$ cat src/rtl/wb_decode_pkg.sv
// Shared types and helpers for the writeback write sequencer: FSM state encoding
// and the address range check used by the sequencer and its decoder.
package wb_decode_pkg;

   typedef enum logic {
      IDLE   = 1'b0,
      REPLAY = 1'b1
   } state_t;

   function automatic logic in_range(input logic [31:0] addr, input int unsigned num_out);
      return addr < num_out;
   endfunction

endpackage

$ cat src/rtl/onehot_decode.sv
// Combinational enable-gated address to one-hot decoder; output is all zero when
// disabled or when the address lies outside the NUM_OUT decoded lines.
module onehot_decode
   import wb_decode_pkg::*;
#(
   parameter int unsigned ADDR_W  = 4,
   parameter int unsigned NUM_OUT = 2**ADDR_W
) (
   input  logic               en,
   input  logic [ADDR_W-1:0]  addr,
   output logic [NUM_OUT-1:0] onehot
);

   always_comb begin
      onehot = '0;
      if (en && in_range(32'(addr), NUM_OUT)) begin
         for (int unsigned i = 0; i < NUM_OUT; i++) begin
            onehot[i] = (32'(addr) == i);
         end
      end
   end

endmodule

$ cat src/rtl/wb_write_sequencer.sv
// Serialises up to two register-file write requests into registered one-hot enables
// for a single write port. Optional collision counter enabled by WB_COLL_CNT_EN.
module wb_write_sequencer
   import wb_decode_pkg::*;
#(
   parameter int unsigned ADDR_W  = 4,
   parameter int unsigned NUM_OUT = 2**ADDR_W
`ifdef WB_COLL_CNT_EN
   ,
   parameter int unsigned CNT_W   = 8
`endif
) (
   input  logic               clk,
   input  logic               reset,
   input  logic               ENABLE,
   input  logic               in_valid,
   output logic               in_ready,
   input  logic               wr_en0,
   input  logic [ADDR_W-1:0]  wr_addr0,
   input  logic               wr_en1,
   input  logic [ADDR_W-1:0]  wr_addr1,
   output logic [NUM_OUT-1:0] we_onehot,
   output logic               we_valid,
   output logic               we_src,
   output logic               collision,
   output logic               oor,
   output logic               coll_sticky,
   input  logic               clr_sticky
`ifdef WB_COLL_CNT_EN
   ,
   output logic [CNT_W-1:0]   coll_count
`endif
);

   state_t              state_q, state_d;
   logic [ADDR_W-1:0]   addr1_q, addr1_d;
   logic                dec_en, dec_src, collision_d, oor_d;
   logic [ADDR_W-1:0]   dec_addr;
   logic [NUM_OUT-1:0]  dec_onehot;
   logic                v0, v1, accept;

   assign in_ready = ENABLE & (state_q == IDLE);
   assign accept   = in_valid & in_ready;
   assign v0       = wr_en0 & in_range(32'(wr_addr0), NUM_OUT);
   assign v1       = wr_en1 & in_range(32'(wr_addr1), NUM_OUT);

   // ENABLE low leaves state and latched addr1 untouched and issues nothing.
   always_comb begin
      state_d     = state_q;
      addr1_d     = addr1_q;
      dec_en      = 1'b0;
      dec_addr    = wr_addr0;
      dec_src     = 1'b0;
      collision_d = 1'b0;
      oor_d       = 1'b0;
      if (ENABLE) begin
         case (state_q)
            IDLE: begin
               if (accept) begin
                  oor_d = (wr_en0 & ~v0) | (wr_en1 & ~v1);
                  if (v0) begin
                     dec_en = 1'b1;
                     if (v1) begin
                        if (wr_addr0 == wr_addr1) begin
                           collision_d = 1'b1;
                        end else begin
                           addr1_d = wr_addr1;
                           state_d = REPLAY;
                        end
                     end
                  end else if (v1) begin
                     dec_en   = 1'b1;
                     dec_addr = wr_addr1;
                     dec_src  = 1'b1;
                  end
               end
            end
            REPLAY: begin
               dec_en   = 1'b1;
               dec_addr = addr1_q;
               dec_src  = 1'b1;
               state_d  = IDLE;
            end
            default: state_d = IDLE;
         endcase
      end
   end

   onehot_decode #(
      .ADDR_W  (ADDR_W),
      .NUM_OUT (NUM_OUT)
   ) u_decode (
      .en     (dec_en),
      .addr   (dec_addr),
      .onehot (dec_onehot)
   );

   always_ff @(posedge clk or posedge reset) begin
      if (reset) begin
         state_q     <= IDLE;
         addr1_q     <= '0;
         we_onehot   <= '0;
         we_valid    <= 1'b0;
         we_src      <= 1'b0;
         collision   <= 1'b0;
         oor         <= 1'b0;
         coll_sticky <= 1'b0;
      end else begin
         state_q     <= state_d;
         addr1_q     <= addr1_d;
         we_onehot   <= dec_onehot;
         we_valid    <= dec_en;
         we_src      <= dec_src;
         collision   <= collision_d;
         oor         <= oor_d;
         if (collision_d) begin
            coll_sticky <= 1'b1;
         end else if (clr_sticky) begin
            coll_sticky <= 1'b0;
         end
      end
   end

`ifdef WB_COLL_CNT_EN
   always_ff @(posedge clk or posedge reset) begin
      if (reset) begin
         coll_count <= '0;
      end else if (collision_d && (coll_count != '1)) begin
         coll_count <= coll_count + 1'b1;
      end
   end
`endif

endmodule

$ cat config.mk
export PLATFORM = sky130hd
export DESIGN_NAME = wb_write_sequencer
export DESIGN_NICKNAME = d
export VERILOG_FILES = /design/src/rtl/wb_decode_pkg.sv /design/src/rtl/onehot_decode.sv /design/src/rtl/wb_write_sequencer.sv
export SDC_FILE = /design/constraint.sdc
export NUM_CORES = 1
export LEC_CHECK = 0
export ABC_CLOCK_PERIOD_IN_PS = 2300
export BUFFER_PORTS_ARGS = -buffer_cell sky130_fd_sc_hd__buf_2
export CAP_MARGIN = 30
export CORE_MARGIN = 3
export CORE_UTILIZATION = 45
export CTS_BUF_LIST = sky130_fd_sc_hd__clkbuf_16
export CTS_CLUSTER_DIAMETER = 30
export CTS_CLUSTER_SIZE = 16
export DETAILED_ROUTE_END_ITERATION = 10
export PLACE_DENSITY = 0.72
export SLEW_MARGIN = 20
export SYNTH_ARGS = -nofsm -noshare
export SYNTH_HDL_FRONTEND = slang
export SYNTH_HIERARCHICAL = 1
export SYNTH_SLANG_ARGS = --single-unit
$ cat constraint.sdc
create_clock -name clk -period 2.3 [get_ports clk]
set_input_delay 0.345 -clock clk [delete_from_list [all_inputs] [get_ports clk]]
set_output_delay 0.345 -clock clk [all_outputs]
set_load 0.02 [all_outputs]
==> flow_metrics.tcl <==
set metrics [dict create \
    drv_cap 0 \
    ir_worst_vdd_mv 0.516 \
    hold_class "in2async" \
    netlist.area_leader.share_pct 61.4 \
    grt_pass1_wl_um 2930 \
    ant_nets 0 \
    grt_pass1_vias 692 \
    final_area_um2 1320 \
    synth-edff-count 0 \
    synth-adder-area-share_pct 0 \
    cts.htree.levels 1 \
    powerDensity_nw_per_um2 725 \
    skew_ns 0.00167 \
    cts_sinks 25 \
    start_util_pct 49.9 \
    clock_tree.root_cell "clkbuf_16" \
    pwr-share-seq_pct 50.0 \
    synth_nets 101 \
    crit_path_max_incr_delay_ns 0.48 \
    synth.mux.area_fraction_pct 8.35 \
    io-pin-count 37 \
    synth_flop_cell "dfrtp_1" \
    crit_path_cell_trace "o21ai_1 > o21ai_0 > or3b_4 > nor3_2" \
    rsz0062_at_grt "no" \
    ctsResizeCount 0 \
    drive_gt1_share_pct 35.5 \
    syn_to_final_growth_pct 29.7 \
    synth.area.top_cells "dfrtp_1, mux2_1, nor2_1" \
    setup_viol_count_final 0 \
    firstDrtPassIters 4 \
    cp_slowest_cell "dfrtp_1" \
    finalMaxSlewViolations 0 \
    die_area_um2 2870 \
    grt_use_total_pct 14.0 \
    critPathMaxFanout 9 \
    dp_hpwl_um 1470 \
    grt_max_degree 26 \
    max_freq_mhz 524 \
    power_frac_clock_pct 37.5 \
    internal_power_mw 0.747 \
    ys_seq_area_share_pct 61.4 \
    cts_tree "done" \
    place_area_um2 1210 \
    start_kind "register" \
    core_area_um2 2040 \
    postCtsSetupBuffers 0 \
    yosysWarnings 6 \
    p_sw_mw 0.211 \
    async_flop_share_pct 100 \
    rows 16 \
    syn_inst 86 \
    ctsHoldBuffers 0 \
    synth_top_family_by_area "simple AND/OR/NAND/NOR gates" \
    grt_overflow_total 0 \
    drt_iter0_markers 6 \
    synthXorXnorAreaFrac_pct 3.44 \
    status "finished, final reports clean" \
    nNetsFinal 140 \
    num_antenna_cells 0 \
    leakagePower_nw 0.718 \
    arrival_ns 2.08 \
    synth_cell_type_count 27 \
    cts_buffers 3 \
    synth_common_cells "dfrtp_1, nor2_1, nand2_1, o21ai_0" \
    clkTransAtPathRegs_ns 0.06 \
    routedWlPerCell_um 11.9 \
    drcViolationCount 0 \
    drt_wl_total_um 1800 \
    ys_ff_latch 25 \
    synth_top_area_cell "dfrtp_1" \
    crit_type "reg2reg" \
    clk_latency_ns 0.25 \
    clockBufferDepth 2 \
    switching_share_pct 22.0 \
    place.gp.congestion 0.815 \
    finalSetupTns_ns 0 \
    worstMarginPinSlew_ns 0.675 \
    min_period_over_period_pct 83.0 \
    vias 716 \
    dieHeight_um 53.6 \
    synth_compound_area_share_pct 5.04 \
    antenna_found_initial 0 \
    finalHoldViolations 0 \
    vias_per_cell 4.74 \
    end_kind "register" \
    pwr-share-comb_pct 12.5 \
    synthSimpleGateAreaFrac_pct 18.7 \
    crit_required_ns 2.47 \
    relSlewSlack_pct 54.5 \
    dieWidth_um 53.6 \
    portBuffers 35 \
    syn_area_um2 1020 \
    yosysMostFrequentCell "dfrtp_1" \
    fin_crit_ns 1.91 \
    avgSynthCellArea_um2 11.8 \
]
[state kept, by name, indices dropped and copies added, names as in the netlist]
name,flops
addr1_q,4
coll_sticky,1
we_valid,1
state_q,1
we_onehot,16
we_src,1
collision,1
[layout by cell type, fill, tap and decap left out, types with 2 or more instances in the layout]
master,count
xor2_1,4
nand3b_1,2
nor2_1,12
o21ai_0,5
inv_1,5
dfrtp_1,25
buf_2,35
nand2_1,5
mux2_1,4
clkbuf_16,3
nand2b_1,2
nor3_1,3
mux2i_1,4
[through the flow]
stage	utilization, %	cells	hold WS [ns]	worst slack [ns]	total power, mW
after global routing	64.7	151	0.0497	0.169	1.01
after detailed placement	59.5	146	0.473	0.334	0.602
after CTS	63.4	150	0.306	0.410	0.964
final	64.7	151	0.0422	0.392	0.957
after floorplan	-	86	0.372	0.614	0.564
after global placement	59.5	146	0.458	0.390	0.597
[critical path: cells and delay by family, from the launching register on]
kind,cells,cell delay [ns]
AO/OA/AOI/OAI,2,0.74
AND/OR/NAND/NOR,2,0.60
flip-flops,1,0.48
[path summary, 6_finish.rpt]
kind,start,to,slack (ns),cells past startpoint
setup / recovery,state_q,we_onehot[0],0.39,4
hold / removal,reset,coll_sticky,0.04,2
setup reg to reg,state_q,we_onehot[0],0.39,4
hold reg to reg,coll_sticky,coll_sticky,0.48,1
max in group asynchronous,reset,we_onehot[3],1.87,3
min in group clk,ENABLE,state_q,0.33,2
[power groups by stage]
stage	clock, mW	combinational [mW]	sequential (mW)
after detailed placement	0	0.115	0.487
after global routing	0.393	0.134	0.481
after global placement	0	0.111	0.486
after floorplan	0	0.0739	0.490
after CTS	0.369	0.115	0.479
final	0.359	0.120	0.479
[cell type report]
type	count	area [µm²]
clock buffers	3	75.1
clock inverters	1	3.75
fillers	170	721
inverters	4	15.0
multi-input cells	55	365
flip-flops and latches	25	626
well taps	27	33.8
repair buffers	36	203
[layer usage]
| layer | part of all wire [%] | vias to the layer above | GRT usage, % |
|---|---|---|---|
| met5 | 0 | - | 0 |
| met4 | 0.50 | 0 | 5.11 |
| met3 | 6.9 | 2 | 2.49 |
| met2 | 49 | 24 | 24.5 |
| met1 | 43 | 329 | 17.2 |
| li1 | - | 361 | - |
[cells by family (layout without fill, tap and decap cells)]
kind of cell / Yosys count / after routing
xor gates and xnor gates: 4 / 4
DFF: 25 / 25
AOI/OAI and AO/OA: 9 / 9
other: 1 / 1
buffers and inverters: 6 / 44
muxes: 8 / 8
and+or+nand+nor: 33 / 33
Note: power is estimated with default switching activity, not from simulation.
